[config.mk]
export PLATFORM = sky130hd
export DESIGN_NAME = ov7670_pixel_capture_flat
export DESIGN_NICKNAME = d
export VERILOG_FILES = /design/src/rtl/ov7670_pixel_capture_if.sv /design/src/rtl/ov7670_pixel_capture.sv /design/src/flat_wrapper.sv
export SDC_FILE = /design/constraint.sdc
export NUM_CORES = 1
export LEC_CHECK = 0
export ABC_AREA = 1
export BUFFER_PORTS_ARGS = -buffer_cell sky130_fd_sc_hd__buf_2
export CAP_MARGIN = 20
export CORE_ASPECT_RATIO = 1.75
export CORE_MARGIN = 1.5
export CORE_UTILIZATION = 50
export DETAILED_ROUTE_END_ITERATION = 16
export GPL_TIMING_DRIVEN = 0
export PLACE_DENSITY = 0.76
export SLEW_MARGIN = 20
export SYNTH_ARGS = -nofsm -noshare
export SYNTH_HDL_FRONTEND = slang
export SYNTH_SLANG_ARGS = --single-unit
[constraint.sdc]
create_clock -name clk -period 1.66 [get_ports clk]
set_clock_uncertainty 0.15 [all_clocks]
set_input_delay 0.166 -clock clk [delete_from_list [all_inputs] [get_ports clk]]
set_output_delay 0.166 -clock clk [all_outputs]
set_load 0.1 [all_outputs]
[src/rtl/ov7670_pixel_capture_if.sv]
// Camera-side bus of the OV7670 capture stage.
// The slave modport is the capture block; the master is its environment.
interface ov7670_pixel_capture_if;
  logic        capture_en;
  logic        vref;
  logic        href;
  logic [7:0]  d;
  logic [11:0] rgb;
  logic        pix_valid;
  logic        sol;
  logic        eol;
  logic        sof;
  logic        eof;
  logic [9:0]  x;
  logic [8:0]  y;
  logic        line_err;
  logic [7:0]  frame_cnt;
  logic        busy;

  modport master (
    output capture_en, vref, href, d,
    input  rgb, pix_valid, sol, eol, sof, eof,
    input  x, y, line_err, frame_cnt, busy
  );

  modport slave (
    input  capture_en, vref, href, d,
    output rgb, pix_valid, sol, eol, sof, eof,
    output x, y, line_err, frame_cnt, busy
  );
endinterface

[src/rtl/ov7670_pixel_capture.sv]
// OV7670 byte-stream framer: pairs bytes into RGB444 pixels and
// emits registered pixel/line/frame strobes in the pclk domain.
module ov7670_pixel_capture #(
  parameter int H_PIXELS = 640,
  parameter int V_LINES  = 480,
  parameter bit FMT_565  = 1'b0
) (
  input logic               clk,
  input logic               rst_n,
  ov7670_pixel_capture_if.slave bus
);

  localparam logic [9:0] H_LIM = 10'(H_PIXELS);
  localparam logic [8:0] V_LIM = 9'(V_LINES);

  typedef enum logic [1:0] {
    IDLE  = 2'd0,
    ARMED = 2'd1,
    FRAME = 2'd2
  } state_e;

  state_e      state_q, state_d;
  logic        phase_q, phase_d;
  logic [7:0]  b0_q, b0_d;
  logic [9:0]  cnt_q, cnt_d;
  logic        ovf_q, ovf_d;
  logic        in_line_q, in_line_d;
  logic [8:0]  y_q, y_d;
  logic [9:0]  x_q, x_d;
  logic [11:0] rgb_q, rgb_d;
  logic        pix_q, pix_d;
  logic        sol_q, sol_d;
  logic        eol_q, eol_d;
  logic        sof_q, sof_d;
  logic        eof_q, eof_d;
  logic        err_q, err_d;
  logic [7:0]  fcnt_q, fcnt_d;
  logic        busy_q, busy_d;

  logic [11:0] pix_rgb;
  logic        line_live;
  logic        line_bad;

  // RGB565 keeps the top 4 bits of each field
  assign pix_rgb = FMT_565
    ? {b0_q[7:4], b0_q[2:0], bus.d[7], bus.d[4:1]}
    : {b0_q[3:0], bus.d};

  assign line_live = (y_q < V_LIM);
  assign line_bad  = (cnt_q != H_LIM) || ovf_q || phase_q;

  always_comb begin
    state_d   = state_q;
    phase_d   = phase_q;
    b0_d      = b0_q;
    cnt_d     = cnt_q;
    ovf_d     = ovf_q;
    in_line_d = in_line_q;
    y_d       = y_q;
    x_d       = x_q;
    rgb_d     = rgb_q;
    pix_d     = 1'b0;
    sol_d     = 1'b0;
    eol_d     = 1'b0;
    sof_d     = 1'b0;
    eof_d     = 1'b0;
    err_d     = 1'b0;
    fcnt_d    = fcnt_q;

    unique case (state_q)
      IDLE: begin
        if (bus.capture_en && bus.vref) begin
          state_d = ARMED;
        end
      end

      ARMED: begin
        if (!bus.vref) begin
          state_d   = FRAME;
          sof_d     = 1'b1;
          x_d       = '0;
          y_d       = '0;
          cnt_d     = '0;
          ovf_d     = 1'b0;
          phase_d   = 1'b0;
          in_line_d = 1'b0;
        end
      end

      FRAME: begin
        if (bus.vref) begin
          // vref wins: a line still running is closed as truncated
          eof_d   = 1'b1;
          fcnt_d  = fcnt_q + 8'd1;
          state_d = bus.capture_en ? ARMED : IDLE;
          if ((bus.href || in_line_q) && line_live) begin
            eol_d = 1'b1;
            err_d = bus.href || line_bad;
          end
          phase_d   = 1'b0;
          in_line_d = 1'b0;
          cnt_d     = '0;
          ovf_d     = 1'b0;
          x_d       = '0;
        end else if (bus.href) begin
          in_line_d = 1'b1;
          if (!phase_q) begin
            b0_d    = bus.d;
            phase_d = 1'b1;
          end else begin
            phase_d = 1'b0;
            if (cnt_q < H_LIM) begin
              cnt_d = cnt_q + 10'd1;
              x_d   = cnt_q;
              if (line_live) begin
                pix_d = 1'b1;
                sol_d = (cnt_q == '0);
                rgb_d = pix_rgb;
              end
            end else begin
              ovf_d = 1'b1;
              x_d   = H_LIM;
            end
          end
        end else if (in_line_q) begin
          eol_d     = line_live;
          err_d     = line_live && line_bad;
          y_d       = line_live ? y_q + 9'd1 : y_q;
          cnt_d     = '0;
          ovf_d     = 1'b0;
          x_d       = '0;
          phase_d   = 1'b0;
          in_line_d = 1'b0;
        end
      end

      default: begin
        state_d = IDLE;
      end
    endcase

    busy_d = (state_d == FRAME);
  end

  always_ff @(posedge clk or negedge rst_n) begin
    if (!rst_n) begin
      state_q   <= IDLE;
      phase_q   <= 1'b0;
      b0_q      <= '0;
      cnt_q     <= '0;
      ovf_q     <= 1'b0;
      in_line_q <= 1'b0;
      y_q       <= '0;
      x_q       <= '0;
      rgb_q     <= '0;
      pix_q     <= 1'b0;
      sol_q     <= 1'b0;
      eol_q     <= 1'b0;
      sof_q     <= 1'b0;
      eof_q     <= 1'b0;
      err_q     <= 1'b0;
      fcnt_q    <= '0;
      busy_q    <= 1'b0;
    end else begin
      state_q   <= state_d;
      phase_q   <= phase_d;
      b0_q      <= b0_d;
      cnt_q     <= cnt_d;
      ovf_q     <= ovf_d;
      in_line_q <= in_line_d;
      y_q       <= y_d;
      x_q       <= x_d;
      rgb_q     <= rgb_d;
      pix_q     <= pix_d;
      sol_q     <= sol_d;
      eol_q     <= eol_d;
      sof_q     <= sof_d;
      eof_q     <= eof_d;
      err_q     <= err_d;
      fcnt_q    <= fcnt_d;
      busy_q    <= busy_d;
    end
  end

  assign bus.rgb       = rgb_q;
  assign bus.pix_valid = pix_q;
  assign bus.sol       = sol_q;
  assign bus.eol       = eol_q;
  assign bus.sof       = sof_q;
  assign bus.eof       = eof_q;
  assign bus.x         = x_q;
  assign bus.y         = y_q;
  assign bus.line_err  = err_q;
  assign bus.frame_cnt = fcnt_q;
  assign bus.busy      = busy_q;

endmodule

[src/flat_wrapper.sv]
// flat-port wrapper written by rule: the top's interface ports become plain ports
module ov7670_pixel_capture_flat 
#(
  parameter int H_PIXELS = 640,
  parameter int V_LINES  = 480,
  parameter bit FMT_565  = 1'b0
)
  (clk, rst_n, bus_capture_en, bus_vref, bus_href, bus_d, bus_rgb, bus_pix_valid, bus_sol, bus_eol, bus_sof, bus_eof, bus_x, bus_y, bus_line_err, bus_frame_cnt, bus_busy);
  ov7670_pixel_capture_if bus_i ();
  input logic clk;
  input logic rst_n;
  input wire logic [$bits(bus_i.capture_en)-1:0] bus_capture_en;
  input wire logic [$bits(bus_i.vref)-1:0] bus_vref;
  input wire logic [$bits(bus_i.href)-1:0] bus_href;
  input wire logic [$bits(bus_i.d)-1:0] bus_d;
  output wire logic [$bits(bus_i.rgb)-1:0] bus_rgb;
  output wire logic [$bits(bus_i.pix_valid)-1:0] bus_pix_valid;
  output wire logic [$bits(bus_i.sol)-1:0] bus_sol;
  output wire logic [$bits(bus_i.eol)-1:0] bus_eol;
  output wire logic [$bits(bus_i.sof)-1:0] bus_sof;
  output wire logic [$bits(bus_i.eof)-1:0] bus_eof;
  output wire logic [$bits(bus_i.x)-1:0] bus_x;
  output wire logic [$bits(bus_i.y)-1:0] bus_y;
  output wire logic [$bits(bus_i.line_err)-1:0] bus_line_err;
  output wire logic [$bits(bus_i.frame_cnt)-1:0] bus_frame_cnt;
  output wire logic [$bits(bus_i.busy)-1:0] bus_busy;
  assign bus_i.capture_en = bus_capture_en;
  assign bus_i.vref = bus_vref;
  assign bus_i.href = bus_href;
  assign bus_i.d = bus_d;
  assign bus_rgb = bus_i.rgb;
  assign bus_pix_valid = bus_i.pix_valid;
  assign bus_sol = bus_i.sol;
  assign bus_eol = bus_i.eol;
  assign bus_sof = bus_i.sof;
  assign bus_eof = bus_i.eof;
  assign bus_x = bus_i.x;
  assign bus_y = bus_i.y;
  assign bus_line_err = bus_i.line_err;
  assign bus_frame_cnt = bus_i.frame_cnt;
  assign bus_busy = bus_i.busy;
  ov7670_pixel_capture #(.H_PIXELS(H_PIXELS), .V_LINES(V_LINES), .FMT_565(FMT_565)) u_core (.clk(clk), .rst_n(rst_n), .bus(bus_i));
endmodule
### Word level (Yosys, flattened, before mapping)

Cells that the tools add are included.

* word-level logic and storage cells: 119
* output and inout port bits: 46
* input bits: 13
* register bits after elaboration: 65

* reduce and logical (&&, ||, !) cells: 19
* $add $sub $neg: 3
* equality and inequality tests: 13
* $lt $le $gt $ge: 2
* mux-type cells: 63
* bitwise operators: 2

Operator list (number)
* two-way mux 10 bit: 10
* two-way mux 9 bit: 5
* one-hot mux 10 bit (2 select lines): 2
* two-way mux 1 bit: 38
* one-hot mux 9 bit (2 select lines): 1
* inequality test 4 x 3 -> 1 bit (second input constant): 3
* AND reduction 6 bit: 2
* adder 10 x 1 -> 10 bit (second input constant): 1
* zero test 10 bit: 1
* less-than comparator 10 bit (second input constant): 1
* inequality test 10 bit (second input constant): 1
* AND reduction 5 bit: 2
* adder 9 x 1 -> 9 bit (second input constant): 1
* less-than comparator 9 bit (second input constant): 1
* adder 8 x 1 -> 8 bit (second input constant): 1
* AND reduction 4 bit: 2
* two-way mux 2 bit: 3
* inequality test 2 bit (second input constant): 3
* one-hot mux 1 bit (2 select lines): 3
* one-hot mux 2 bit (3 select lines): 1
* equality test 2 bit (second input constant): 2
* logical OR 1 bit: 4
* inequality test 2 x 1 -> 1 bit (second input constant): 2
* inequality test 4 bit (second input constant): 1
* 7 further kinds: 11

### Logic depth before layout (Yosys ltp)

* depth after elaboration: 8
* mapped depth: 12

### Least setup slack after synthesis

Ideal clock, no wire load.

* path type: reg-to-reg
* from: reg u_core.y_q[5], in the netlist u_core.bus.y[5]
* to: reg u_core.y_q[6], in the netlist u_core.bus.y[6]
* buffers on the path: 2
* data arrival time: 1870 ps
* period minus slack after synthesis: 2102 ps
* library setup time: 83 ps
* data required time: 1427 ps
* stages on the path, launching flop included: 9
* slack: -442 ps
* path through: dfrtp_1 -> buf_2 -> nand3_2 -> nand2_1 -> nand2_1 -> nand2_2 -> buf_4 -> nand2_1 -> o21ai_0

* word-level cells in the longest chain between the ends: 6
* elaborated cells on any way between the ends: 9
* those cells by class: 1 x add/sub; 1 x order compare; 1 x eq/ne; 5 x mux; 1 x reduce/logical

RTL lines
* from (decl): line ov7670_pixel_capture.sv:28 `logic [8:0] y_q, y_d;`
* from (signal assigned): line ov7670_pixel_capture.sv:171 `y_q <= y_d;`
* adder 9 x 1 -> 9 bit: line ov7670_pixel_capture.sv:128 `y_d = line_live ? y_q + 9'd1 : y_q;`
* two-way mux 9 bit: line ov7670_pixel_capture.sv:128
* two-way mux 9 bit: line ov7670_pixel_capture.sv:125 `end else if (in_line_q) begin`
* two-way mux 9 bit: line ov7670_pixel_capture.sv:105 `end else if (bus.href) begin`
* two-way mux 9 bit: line ov7670_pixel_capture.sv:91 `if (bus.vref) begin`
* one-hot mux 9 bit (2 select lines): line ov7670_pixel_capture.sv:70 `unique case (state_q)`

Parallel ways exist; a longest one is shown, timed or not. The select of a mux whose other input is x is not followed.
A chain may end at the register's enable or synchronous reset.

### Worst setup path in the final report

* from: reg u_core.state_q[0]
* to: reg u_core.rgb_q[8], in the netlist u_core.bus.rgb[8]

* word-level cells in the longest chain between the ends: 2

RTL lines
* from (decl): line ov7670_pixel_capture.sv:22 `state_e state_q, state_d;`
* from (signal assigned): line ov7670_pixel_capture.sv:165 `state_q <= state_d;`
* equality test 2 bit: line ov7670_pixel_capture.sv:70
* AND reduction 6 bit (no line)
* to (signal assigned): line ov7670_pixel_capture.sv:173 `rgb_q <= rgb_d;`
* to (decl): line ov7670_pixel_capture.sv:30 `logic [11:0] rgb_q, rgb_d;`

No other way between the ends.

==> impl_metrics.env <==
export IMPL_critical_path_top_cell_by_count="sky130_fd_sc_hd__nand2_2"
export IMPL_synth_sequential_area_ratio_pct=51.0
export IMPL_cp_num_buf_inv=4
export IMPL_synthDistinctLibCells=36
export IMPL_worst_ep_required_time_ps=1800
export IMPL_die_width_um=63.4
export IMPL_synthCells=370
export IMPL_power_combinational_fraction_pct=52.0
export IMPL_drt_initial_drc_count=178
export IMPL_final_critical_path_required_period_ps=1830
export IMPL_crit_reg2reg_launch="u_core.state_q[0]$_DFF_PN0_"
export IMPL_floorplan_rows=38
export IMPL_p_switching_uw=3880
export IMPL_rsz0062_at_grt="yes"
export IMPL_dieHeight_um=109
export IMPL_synth_seq_cells=65
export IMPL_cp_slowest_stage_delay_ps=420
export IMPL_hold_path_startpoint="bus_vref"
export IMPL_hold_path_cell_count=4
export IMPL_timing_final_max_slew_violations=0
export IMPL_family_with_the_most_delay_on_the_worst_path="simple AND/OR/NAND/NOR gates"
export IMPL_gr_total_overflow=0
export IMPL_crit_slowest_cell="sky130_fd_sc_hd__dfrtp_1"
export IMPL_avgViaCountPerCell=5.20
export IMPL_grt_total_usage_pct=24.9
export IMPL_setup_violations=37
export IMPL_fmax_mhz=547
export IMPL_cts_inserted_buffers=9
export IMPL_netlist_area_before_placement_sq_um=3190
export IMPL_postLayoutSetupSlackWorst_ps=-170
export IMPL_syn_to_final_growth_pct=43.6
export IMPL_yosys_area_top_type_share_pct=51.0
export IMPL_first_global_vias=2869
export IMPL_max_clock_path_buffers=2
export IMPL_hold_end="u_core.bus.sof$_DFF_PN0_"
export IMPL_h_tree_depth=3
export IMPL_cell_internal_pwr_uw=3940
export IMPL_io_buffer_count=57
export IMPL_worst_ir_drop_on_vdd_mv=1.22
export IMPL_critical_path_source_type="flip-flop"
export IMPL_finished_layout_cell_area_sq_um=4580
export IMPL_clk_transition_reported_paths_ps=70
export IMPL_drt_first_pass_iters=4
export IMPL_dp_hpwl_mm=5.02
export IMPL_clock_tree_root_cell="sky130_fd_sc_hd__clkbuf_8"
export IMPL_core_sq_um=6180
export IMPL_area_leader_netlist="sky130_fd_sc_hd__dfrtp_1"
export IMPL_worst_ep_arrival_time_ps=1970
export IMPL_failed_checks="setup timing"
export IMPL_synth_top_cells_by_area="sky130_fd_sc_hd__dfrtp_1 (51%), sky130_fd_sc_hd__nand2_1 (12%), sky130_fd_sc_hd__inv_1 (4.7%), sky130_fd_sc_hd__nand3_1 (4.7%), sky130_fd_sc_hd__o21ai_0 (4.1%)"
export IMPL_start_util_pct=51.6
export IMPL_grt_start_max_net_pins=37
export IMPL_floorplan_die_area_sq_um=6880
export IMPL_clk_insertion_delay_late_ps=350
export IMPL_max_cap_violations=0
export IMPL_routability_driven_placement_congestion_ratio=0.838
export IMPL_drc=0
export IMPL_grt_pass1_wl_mm=13.2
export IMPL_clkPwrFrac_pct=19.2
export IMPL_vias=2946
export IMPL_count_of_final_hold_check_violations=0
export IMPL_ioPinCount=59
export IMPL_cts_tree="built"
export IMPL_num_nets_final=503
export IMPL_hold_path_class="primary input to flip-flop"
export IMPL_max_slew_worst_pin_slew_ps=505
export IMPL_reg2reg_depth=11
export IMPL_reg2reg_to="u_core.bus.rgb[8]$_DFFE_PN0P_"
export IMPL_cts_sinks=65
export IMPL_syn_num_nets=391
export IMPL_critPathMaxFanout=5
export IMPL_worst_slew_margin_rel_pct=66.5
export IMPL_end_of_flow_core_utilization_pct=74.1
export IMPL_insertedDiodeCount=0
export IMPL_outcome="finished with violations"
export IMPL_route_final_wire_length_mm=8.42
export IMPL_power_per_cell_area_nw_per_um2=1710
export IMPL_cp_cell_sequence="inv_2, ha_4, inv_8, nor2_8, nand2_4, nor2_4, nand3_4, buf_8, clkinv_8, nand2_2, nand2_2"
export IMPL_power_leakage_uw=0.00237
export IMPL_sw_frac_of_total_pct=49.6
export IMPL_ff2ff_setup_slack_ps=-170
export IMPL_ys_warnings_count=0
export IMPL_placed_area_sq_um=3640
export IMPL_timing_worst_setup_path_type="flip-flop to flip-flop"
export IMPL_post_route_period_util_pct=110
export IMPL_avgRoutedWirePerCell_um=14.8
export IMPL_syn_area_per_cell_sq_um=8.62
export IMPL_endpoint_kind="flip-flop"
export IMPL_seq_power_share_pct=28.8
export IMPL_drt_antenna_violating_nets=0
export IMPL_grt_antenna_before_repair=0
export IMPL_post_route_cells_drive_above_1_share_pct=44.4
[how the worst max path moves through the flow]
stage | from | end | slack, ps | cells past startpoint
3_5_place_dp | u_core.state_q[0]$_DFF_PN0_ | u_core.cnt_q[3]$_DFFE_PN0P_ | -290 | 11
2_1_floorplan | u_core.state_q[0]$_DFF_PN0_ | u_core.bus.rgb[10]$_DFFE_PN0P_ | -60 | 11
4_1_cts | u_core.state_q[0]$_DFF_PN0_ | u_core.bus.rgb[0]$_DFFE_PN0P_ | -170 | 12
3_3_place_gp | u_core.state_q[0]$_DFF_PN0_ | u_core.bus.rgb[8]$_DFFE_PN0P_ | -230 | 11
6_report | u_core.state_q[0]$_DFF_PN0_ | u_core.bus.rgb[8]$_DFFE_PN0P_ | -170 | 11
5_1_grt | u_core.state_q[0]$_DFF_PN0_ | u_core.bus.rgb[8]$_DFFE_PN0P_ | -260 | 11
[tightest hold or removal path, stage by stage]
cell and delay (ps):
sky130_fd_sc_hd__buf_2 100, sky130_fd_sc_hd__inv_1 80, sky130_fd_sc_hd__nand2_2 100, sky130_fd_sc_hd__inv_1 50
[flip-flops by register name (all words and copies together) (netlist names)]
name,flops
u_core.bus.eof,1
u_core.cnt_q,10
u_core.phase_q,1
u_core.bus.line_err,1
u_core.bus.sol,1
u_core.bus.x,10
u_core.bus.frame_cnt,8
u_core.bus.eol,1
u_core.bus.rgb,12
u_core.bus.sof,1
u_core.b0_q,4
u_core.bus.pix_valid,1
u_core.state_q,2
u_core.ovf_q,1
u_core.bus.y,9
u_core.bus.busy,1
u_core.in_line_q,1
[cell usage in the layout, fill, tap and decap left out, types with 2 or more instances in the layout]
cell                            Yosys  routed
sky130_fd_sc_hd__nor2_1            25      24
sky130_fd_sc_hd__nor2_4             3       4
sky130_fd_sc_hd__clkbuf_8           0      10
sky130_fd_sc_hd__buf_2              3      57
sky130_fd_sc_hd__nand3_1           30      27
sky130_fd_sc_hd__buf_4              2      21
sky130_fd_sc_hd__clkinvlp_4         0       2
sky130_fd_sc_hd__nand3_2            1       4
sky130_fd_sc_hd__nand3_4            2       3
sky130_fd_sc_hd__buf_6              5      17
sky130_fd_sc_hd__xor2_1             4       4
sky130_fd_sc_hd__nand2_4            1       7
sky130_fd_sc_hd__nor3_1             3       3
sky130_fd_sc_hd__dfrtp_2            0       9
sky130_fd_sc_hd__inv_2              3       7
sky130_fd_sc_hd__nand4_1            7       7
sky130_fd_sc_hd__nor3_4             0       2
sky130_fd_sc_hd__a21oi_1            8       8
sky130_fd_sc_hd__o21ai_2            1      12
sky130_fd_sc_hd__nand2_1          102      69
sky130_fd_sc_hd__xnor2_1            4       4
sky130_fd_sc_hd__dlygate4sd3_1      0      10
sky130_fd_sc_hd__nand2_2            5      31
sky130_fd_sc_hd__inv_1             40      33
sky130_fd_sc_hd__inv_4              1       2
sky130_fd_sc_hd__o21ai_0           26       8
sky130_fd_sc_hd__o21ai_1            7      14
sky130_fd_sc_hd__dfrtp_1           65      50
sky130_fd_sc_hd__dfrtp_4            0       6
sky130_fd_sc_hd__ha_1               8       5
sky130_fd_sc_hd__ha_4               0       3
sky130_fd_sc_hd__bufinv_16          0       2
sky130_fd_sc_hd__buf_8              0       2
sky130_fd_sc_hd__nor2_2             2       2
[Yosys cell counts]
cell type                   number
sky130_fd_sc_hd__nand3_1        30
sky130_fd_sc_hd__nand2_4         1
sky130_fd_sc_hd__nand3_4         2
sky130_fd_sc_hd__inv_2           3
sky130_fd_sc_hd__o211ai_1        1
sky130_fd_sc_hd__nor2_2          2
sky130_fd_sc_hd__or2_2           1
sky130_fd_sc_hd__nand4_1         7
sky130_fd_sc_hd__a2bb2oi_1       1
sky130_fd_sc_hd__o21ai_0        26
sky130_fd_sc_hd__clkbuf_1        1
sky130_fd_sc_hd__nand2_1       102
sky130_fd_sc_hd__a31o_2          1
sky130_fd_sc_hd__nand3_2         1
sky130_fd_sc_hd__buf_2           3
sky130_fd_sc_hd__o21ai_2         1
sky130_fd_sc_hd__o21bai_1        1
sky130_fd_sc_hd__buf_4           2
sky130_fd_sc_hd__ha_1            8
sky130_fd_sc_hd__inv_4           1
sky130_fd_sc_hd__xor2_1          4
sky130_fd_sc_hd__nor2_1         25
sky130_fd_sc_hd__xnor2_1         4
sky130_fd_sc_hd__nand2_2         5
sky130_fd_sc_hd__o31ai_1         1
sky130_fd_sc_hd__nand3b_1        1
sky130_fd_sc_hd__o21ai_1         7
sky130_fd_sc_hd__nor3_1          3
sky130_fd_sc_hd__buf_6           5
sky130_fd_sc_hd__nor4_1          1
sky130_fd_sc_hd__a21oi_1         8
sky130_fd_sc_hd__nor2_4          3
sky130_fd_sc_hd__dfrtp_1        65
sky130_fd_sc_hd__inv_1          40
sky130_fd_sc_hd__nor3_2          2
sky130_fd_sc_hd__nor2_8          1
[layout make-up]
class / count / area [sq um]
sequential: 65 / 1660
fill: 426 / 1600
multi-input combinational: 251 / 1580
timing repair buffer: 100 / 717
inverter: 44 / 190
clock buffer: 11 / 141
buffer: 10 / 100
tap: 80 / 100
clock inverter: 5 / 80.1
timing repair inverter: 1 / 8.76
[stage by stage]
stage	instances	TNS, ps	hold slack, ps	power [uW]	worst slack (ps)
after floorplan	370	-695	-280	4830	-58.7
after global placement	507	-7240	211	5360	-229
after detailed placement	508	-7180	-23.3	5420	-285
after CTS	561	-4810	39.8	7370	-174
after global routing	567	-6740	69.4	8160	-260
final	567	-3400	40.5	7820	-170
[cells by family (layout without fill, tap and decap cells)]
family	after synthesis	count (layout)	synth area share (%)
adder cells (fa/ha/maj)	8	8	3.14
buffers and inverters	55	171	8.08
AND/OR/NAND/NOR	187	188	27.6
XOR/XNOR	8	8	2.20
AO/OA/AOI/OAI	47	47	7.97
flip-flops	65	65	51.0
[per-layer routing]
layer	routed length (um)	global-route usage [%]	up-vias	share of wire [%]
met5	0	0	-	0
met4	295	14.3	0	3.5
met3	357	5.78	26	4.2
met2	4490	43.2	90	53
met1	3270	27.7	1417	39
li1	-	-	1413	-
[power by group through the flow]
stage	clock, uW	combinational (uW)	sequential (uW)
finish	1500	4070	2250
global route	1600	4270	2290
CTS	1530	3640	2200
detailed placement	0	3210	2210
global placement	0	3160	2200
floorplan	0	948	3890
[timing repair]
| item | in CTS | in global routing |
|---|---|---|
| endpoints found under the hold margin | 78 | 0 |
| setup endpoints to repair | 47 | 56 |
| hold buffers | 10 | 0 |
| pin swaps | 11 | 18 |
| cloned | 4 | 1 |
| gates resized for setup | 49 | 75 |
| buffers inserted | 23 | 8 |
(Power assumes the default switching activity.)
